<file path="config.mk">
export PLATFORM = sky130hd
export DESIGN_NAME = param_fifo
export DESIGN_NICKNAME = d
export VERILOG_FILES = /design/src/rtl/param_fifo.sv
export SDC_FILE = /design/constraint.sdc
export NUM_CORES = 1
export LEC_CHECK = 0
export ABC_AREA = 1
export BUFFER_PORTS_ARGS = -buffer_cell sky130_fd_sc_hd__buf_2
export CAP_MARGIN = 25
export CORE_ASPECT_RATIO = 0.5
export CORE_MARGIN = 2
export CORE_UTILIZATION = 58
export CTS_BUF_LIST = sky130_fd_sc_hd__clkbuf_2 sky130_fd_sc_hd__clkbuf_4 sky130_fd_sc_hd__clkbuf_8
export DETAILED_ROUTE_END_ITERATION = 10
export PLACE_DENSITY = 0.8
export SLEW_MARGIN = 5
export SYNTH_ARGS = -nofsm -noshare
export SYNTH_HDL_FRONTEND = slang
export SYNTH_SLANG_ARGS = --single-unit
</file>
<file path="constraint.sdc">
create_clock -name clk -period 2.7 [get_ports clk]
set_clock_uncertainty 0.05 [all_clocks]
set_input_delay 0 -clock clk [delete_from_list [all_inputs] [get_ports clk]]
set_output_delay 0 -clock clk [all_outputs]
set_load 0.02 [all_outputs]
</file>
<file path="src/rtl/param_fifo.sv">
// param_fifo: parameterizable synchronous FIFO. DEPTH does not have to be a power of two.
//
// Read modes, selected by FWFT:
//   FWFT=0  Standard mode. An accepted pop loads the head word into a register.
//           data_out shows it one cycle after the pop edge and holds at all other times.
//   FWFT=1  First-word-fall-through. The head word is presented whenever the FIFO is
//           not empty, and read_en acknowledges it.
//
// Ports:
//   clk, rst                 clock and synchronous active-high reset
//   write_en, data_in        push request and data
//   read_en                  pop request
//   data_out                 read data
//   empty, full              count == 0, count == DEPTH
//   almost_empty             count <= AE_THRESH
//   almost_full              count >= AF_THRESH
//   count                    current occupancy
//   overflow, underflow      sticky flags for a write while full / a read while empty
module param_fifo #(
  parameter int DEPTH     = 4,
  parameter int WIDTH     = 8,
  parameter int AF_THRESH = DEPTH - 1,
  parameter int AE_THRESH = 1,
  parameter bit FWFT      = 1'b0,
  parameter int CW        = $clog2(DEPTH + 1)
) (
  input  logic             clk,
  input  logic             rst,
  input  logic             write_en,
  input  logic [WIDTH-1:0] data_in,
  input  logic             read_en,
  output logic [WIDTH-1:0] data_out,
  output logic             empty,
  output logic             full,
  output logic             almost_empty,
  output logic             almost_full,
  output logic [CW-1:0]    count,
  output logic             overflow,
  output logic             underflow
);

  localparam int PW = (DEPTH > 1) ? $clog2(DEPTH) : 1;

  logic [WIDTH-1:0] mem [DEPTH];
  logic [PW-1:0]    wr_ptr, rd_ptr;
  logic [WIDTH-1:0] dout_q;
  logic             push, pop;

  // Pointers wrap explicitly, so that a DEPTH that is not a power of two works.
  function automatic logic [PW-1:0] ptr_next(input logic [PW-1:0] p);
    return (p == PW'(DEPTH - 1)) ? '0 : p + PW'(1);
  endfunction

  // Flags decode the registered count only.
  assign empty        = (count == '0);
  assign full         = (count == CW'(DEPTH));
  assign almost_empty = (count <= CW'(AE_THRESH));
  assign almost_full  = (count >= CW'(AF_THRESH));

  // Acceptance ignores the opposite request made in the same cycle.
  // A write while full is dropped even if a pop frees a slot on the same edge.
  assign push = write_en & ~full;
  assign pop  = read_en & ~empty;

  // Storage is never cleared. Reset only blocks a write on the reset edge.
  always_ff @(posedge clk) begin
    if (!rst && push) mem[wr_ptr] <= data_in;
  end

  always_ff @(posedge clk) begin
    if (rst) begin
      wr_ptr    <= '0;
      rd_ptr    <= '0;
      count     <= '0;
      dout_q    <= '0;
      overflow  <= 1'b0;
      underflow <= 1'b0;
    end else begin
      if (write_en && full) overflow  <= 1'b1;
      if (read_en && empty) underflow <= 1'b1;
      if (push) wr_ptr <= ptr_next(wr_ptr);
      if (pop)  rd_ptr <= ptr_next(rd_ptr);
      if (!FWFT && pop) dout_q <= mem[rd_ptr];
      case ({push, pop})
        2'b10:   count <= count + CW'(1);
        2'b01:   count <= count - CW'(1);
        default: count <= count;
      endcase
    end
  end

  // In FWFT mode the head word drives the output directly. The output shows the
  // zero in dout_q while the FIFO is empty, so data_out reads 0 after reset.
  generate
    if (FWFT) begin : g_fwft
      assign data_out = empty ? dout_q : mem[rd_ptr];
    end else begin : g_std
      assign data_out = dout_q;
    end
  endgenerate

endmodule

</file>
# After elaboration in Yosys (flattened, before gate mapping)
# Memory sizes are Yosys's and may differ from the RTL's. A register that Yosys moved wholly into a read port is not among the register bits.
# Cells that the tools add are included.
[word_totals]
ram_bits = 32
inputBits = 12
out_inout_bits = 17
memories = 1
word_cells = 32
ff_bits = 9
[memory_table]
columns = ["memory", "depth", "width", "rd", "rd_clocked_by_memory_dff", "write_ports", "line", "rtl"]
rows = [
  ["mem", 4, 8, 1, 1, 1, "44", "logic [WIDTH-1:0] mem [DEPTH];"],
]
[op_classes]
order_cmp = 2
addsub = 4
bitwise = 4
eq_ne = 5
mux = 5
n_reduce_logical = 6
[ops]
columns = ["cell", "count"]
rows = [
  ["2-bit == test, second input constant", 3],
  ["3-bit case mux with 2 select lines", 1],
  ["2-bit by 1-bit adder with 2-bit output, second input constant", 2],
  ["2-bit 2-to-1 mux", 2],
  ["3-bit by 1-bit adder with 3-bit output, second input constant", 1],
  ["3-bit == test, second input constant", 1],
  ["3-bit by 2-bit >= comparator with 1-bit output, second input constant", 1],
  ["3-bit by 1-bit <= comparator with 1-bit output, second input constant", 1],
  ["1-bit logical AND", 3],
  ["3-bit zero test", 1],
  ["3-bit by 1-bit subtractor with 3-bit output, second input constant", 1],
  ["1-bit bitwise AND", 2],
  ["2-bit by 1-bit == test with 1-bit output, second input constant", 1],
  ["1-bit 2-to-1 mux", 2],
  ["1-bit NOT", 2],
  ["2-bit nonzero test", 1],
  ["1-bit zero test", 1],
]

# Depth between registers and ports, before layout
[logic_depth]
word_depth = 6
mapped_depth = 11

# Worst setup path before layout
# OpenSTA, ideal clock, no wires.
[synth_timing]
kind = "register -> register"
from = "register count[0]"
to = "memory mem[0][0] (enable)"
period_less_slack_ns = 1.867
arrival_time_ns = 1.446
path_stages_with_launch = 6
n_path_buf = 0
required_time_ns = 2.279
slack_ns = 0.833
setup_time_ns = 0.371
cell_sequence = "dfxtp_1 inv_1 ha_1 nand2_1 nand3_1 nor2_1"
[synth_between]
elab_chain_cells = 6
[synth_rtl]
columns = ["element", "line", "rtl"]
rows = [
  ["from (decl)", "37", "output logic [CW-1:0] count,"],
  ["from (signal assigned)", "85", "2'b10: count <= count + CW'(1);"],
  ["from (signal assigned)", "86", "2'b01: count <= count - CW'(1);"],
  ["from (signal assigned)", "87", "default: count <= count;"],
  ["3-bit == test", "56", "assign full = (count == CW'(DEPTH));"],
  ["1-bit NOT", "62", "assign push = write_en & ~full;"],
  ["1-bit bitwise AND", "62", ""],
  ["1-bit logical AND", "67", "if (!rst && push) mem[wr_ptr] <= data_in;"],
  ["1-bit 2-to-1 mux", "67", ""],
  ["1-bit 2-to-1 mux (not written as such)", "67", ""],
  ["to (decl)", "44", ""],
]
# Every way passes these cells.

# Final worst setup path
[layout_timing]
from = "register count[0]"
to = "register count[2]"
[layout_between]
elab_chain_cells = 5
elab_cells_between_ends = 12
classes_between = "2 x add/sub; 3 x eq/ne; 1 x mux; 4 x bitwise; 2 x reduce/logical"
[layout_rtl]
columns = ["element", "line", "rtl"]
rows = [
  ["3-bit == test / 3-bit zero test (equally long branches)", "56, 55", ""],
  ["1-bit NOT (on tied branches)", "62, 63", ""],
  ["1-bit bitwise AND (on tied branches)", "62, 63", ""],
  ["2-bit by 1-bit == test with 1-bit output / 2-bit == test (equally long branches)", "84", "case ({push, pop})"],
  ["3-bit case mux with 2 select lines / 2-bit nonzero test (equally long branches)", "n/a", ""],
]
# Parallel ways exist; a longest one is shown, timed or not.
# A chain may end at the register's enable or synchronous reset.

==> metrics.csv <==
stage,metric,value,unit
drt,Wirelength per Cell,13.5,µm
drt,drt total wl,4200,µm
layout,FILL cells,263,
clock_network,# H-tree levels,2,
placement,RD Place Congestion,0.786,
critical_path,Worst Path Max Fanout,11,
floorplanning,IO Count,29,
layout,area of the multi-input gates,693,µm²
timing,period utilization,77.0,%
layout,fin cells,310,
critical_path,"slowest stage delay, CP",380,ps
yosys,largest family of logic cells by synthesized area,simple AND/OR/NAND/NOR gates,
floorplanning,DIE HEIGHT,47.4,µm
critical_path,worst r2r dst,count[2]$_SDFFE_PP0P_,
yosys,"FF+latch count, synth",49,
critical_path,cell count of the worst reg-to-reg path,9,
global_route,largest net degree at the start of global routing,21,
floorplanning,row count,15,
power,Cell Int Power,1.50,mW
layout,NumNets Final,281,
power,Sw Ratio,37.8,%
floorplanning,core region area,3530,µm²
critical_path,CP max stage cell,dfxtp_1,
yosys,yosys synthesis warning count,0,
critical_path,FF-to-FF setup slack,620,ps
timing,max-slew violation count,0,
drt,drc violations,0,
yosys,syn_area_per_cell,10.2,µm²
clock_network,CTS Buf Count,5,
placement,buffers added on ports,28,
global_route,initial antenna violation count,0,
power,Logic pwr share,36.0,%
yosys,"Seq/Total Area, Yosys",59.6,%
global_route,vias in the first global route,1443,
critical_path,CP endpoint kind,flip-flop,
power,Clock Power Share,21.7,%
critical_path,CP required,2890,ps
critical_path,"CP delay by family, top",adder cells,
timing,"Setup violations, final",0,
power,Sw Pwr,912,µW
placement,placed insts,291,
layout,diodes inserted,0,
status,status,completed,
hold_path,min-delay src,read_en,
timing,unrepaired setup endpoints after global routing,no,
yosys,ys async rst share,0,%
yosys,adder-cell share of the synthesized area,6.30,%
critical_path,RR Startpoint,count[0]$_SDFFE_PP0P_,
floorplanning,die width,90.8,µm
timing,final hold viol count,0,
critical_path,crit-path cells,inv_1 > ha_1 > nand2_2 > nand2_2 > inv_2 > ha_1 > a21oi_1 > o21ai_0 > nor2_1,
power,"Power, Total",2.41,mW
yosys,XOR/XNOR Fraction of Synth Area,0.401,%
timing,Total Neg Setup Slack,0,ps
flow_run,Max-Cap Viols,0,
yosys,Post-Syn Nets,238,
critical_path,CP arrival,2270,ps
clock_network,CTS root buf,clkbuf_8,
yosys,Synth Area in Compound Gates,7.27,%
timing,Tmin final,2080,ps
layout,synth-to-layout area growth,17.2,%
clock_network,CTS tree,built,
power,Seq pwr share,42.3,%
global_route,overall fraction of global-route tracks in use,22.1,%
power,Max VDD drop,0.000621,V
drt,drt pass-1 iters,4,
critical_path,startpoint types,flip-flop,
clock_network,postcts setup bufs,0,
clock_network,count of clock tree sinks,49,
placement,placed cell area,2340,µm²
clock_network,CTS Buffer Depth,2,
yosys,Synth Flop Type,edfxtp_1,
layout,fin area,2560,µm²
yosys,multiplexer area fraction after synthesis,0,%
yosys,Yosys cell types,21,
clock_network,"Reg clk slew, reported paths",80,ps
hold_path,worst min path class,input port to flip-flop,
clock_network,"Hold-fix buffers, CTS",11,
drt,vias post-DR,1562,
placement,post-DP HPWL,2640,µm
drt,DR vias/cell,5.04,
power,Lkg Pwr,1.14,nW
layout,Reg area,1300,µm²
clock_network,Clock Latency Late Sink,290,ps
clock_network,Post-CTS Resized,0,
timing,headroom to the max-slew limit,51.4,%
layout,layout cells sized above 1,22.0,%
timing,Tightest Pin Transition,728,ps
floorplanning,starting density of the core,61.9,%
yosys,Synth Area in Simple Gates,17.8,%
critical_path,CP Class,flip-flop to flip-flop,
critical_path,worst path bufs/invs,2,
timing,f_max,0.481,GHz
drt,DRT antenna net count,0,
drt,Starting DRT DRC Count,84,
power,PwrDens,941,nW/µm²
yosys,mapped cell area,2180,µm²
global_route,final global-route overflow total,0,
yosys,Syn Inst Count,215,
hold_path,Hold Path Depth,4,
floorplanning,die area,4300,µm²
global_route,global-route wire length before repair,6780,µm
yosys,number of flops mapped to enable cells by yosys,32,
hold_path,Hold Path End,rd_ptr[1]$_SDFFE_PP0P_,
==> cell usage in the layout (no fill, tap or decap), types with 8 or more instances in the layout <==
master	instances
dlygate4sd3_1	11
dfxtp_1	17
a21oi_2	8
ha_1	11
nor2_1	11
inv_1	25
edfxtp_1	32
nand2_1	60
a21oi_1	9
buf_2	28
nand3_1	18
==> worst max path at each step <==
stage / startpoint / slack [ps] / endpoint / cells past startpoint
2_1_floorplan: count[0]$_SDFFE_PP0P_ / 830 / mem[0][0]$_DFFE_PP_ / 5
3_3_place_gp: count[0]$_SDFFE_PP0P_ / 760 / count[2]$_SDFFE_PP0P_ / 9
3_5_place_dp: count[0]$_SDFFE_PP0P_ / 650 / count[2]$_SDFFE_PP0P_ / 9
4_1_cts: count[0]$_SDFFE_PP0P_ / 630 / count[2]$_SDFFE_PP0P_ / 9
5_1_grt: count[0]$_SDFFE_PP0P_ / 350 / count[0]$_SDFFE_PP0P_ / 8
6_report: count[0]$_SDFFE_PP0P_ / 620 / count[2]$_SDFFE_PP0P_ / 9
==> cell type report <==
cell class | count | share of cell area, %
clock buffers | 6 | 2.98
multi-input cells | 131 | 27.1
flip-flops and latches | 49 | 50.8
well taps | 51 | 2.49
clock inverters | 2 | 1.51
repair buffers | 43 | 10.9
inverters | 28 | 4.20
==> state kept, by name, indices dropped and copies added (netlist names) <==
signal	flops
count	3
data_out	8
mem	32
overflow	1
rd_ptr	2
underflow	1
wr_ptr	2
==> synthesized netlist by cell type (2+ instances only) <==
library cell | instances | area (µm²)
inv_1 | 25 | 93.8
a21oi_1 | 9 | 45.0
nand2_2 | 3 | 18.8
nand2_1 | 60 | 225
nor2_1 | 11 | 41.3
a21oi_2 | 8 | 70.1
buf_4 | 2 | 15.0
nor2_2 | 2 | 12.5
nand3_1 | 18 | 90.1
inv_2 | 2 | 7.51
ha_1 | 11 | 138
buf_6 | 3 | 33.8
o21ai_0 | 6 | 30.0
dfxtp_1 | 17 | 340
edfxtp_1 | 32 | 961
==> per-stage QoR <==
stage	hold slack [ps]	setup slack, ps	util [%]
CTS	138	625	72.6
global placement	160	756	66.2
global route	188	347	72.6
finish	150	622	72.6
floorplan	19.1	833	-
detailed placement	167	649	66.2
==> per-layer routing <==
| metal | routed length, µm | global-route usage (%) | part of all wire [%] | up-vias |
|---|---|---|---|---|
| met5 | 0 | 0 | 0 | - |
| li1 | - | - | - | 781 |
| met4 | 115 | 12.1 | 2.7 | 0 |
| met2 | 2000 | 38.4 | 48 | 59 |
| met3 | 285 | 6.42 | 6.8 | 13 |
| met1 | 1800 | 26.4 | 43 | 709 |
==> cell families after synthesis <==
group | after synthesis
buffers and inverters | 35
and+or+nand+nor | 94
xor gates and xnor gates | 1
DFF | 49
AOI/OAI and AO/OA | 25
adders and majority gates | 11
==> power groups by stage <==
| stage | combinational (mW) | clock (mW) | sequential [mW] |
|---|---|---|---|
| floorplan | 0.636 | 0 | 1.07 |
| global placement | 0.825 | 0 | 1.03 |
| detailed placement | 0.843 | 0 | 1.04 |
| CTS | 0.867 | 0.535 | 1.02 |
| global route | 0.978 | 0.564 | 1.04 |
| finish | 0.867 | 0.523 | 1.02 |
==> worst reg2reg max path, delay by kind of cell (launching register included) <==
family,cells,cell delay (ps)
adder cells (fa/ha/maj),2,600
buffers and inverters,2,420
flip-flops,1,380
AND/OR/NAND/NOR,3,340
AO/OA/AOI/OAI,2,220
Note: power is estimated with default switching activity, not from simulation.
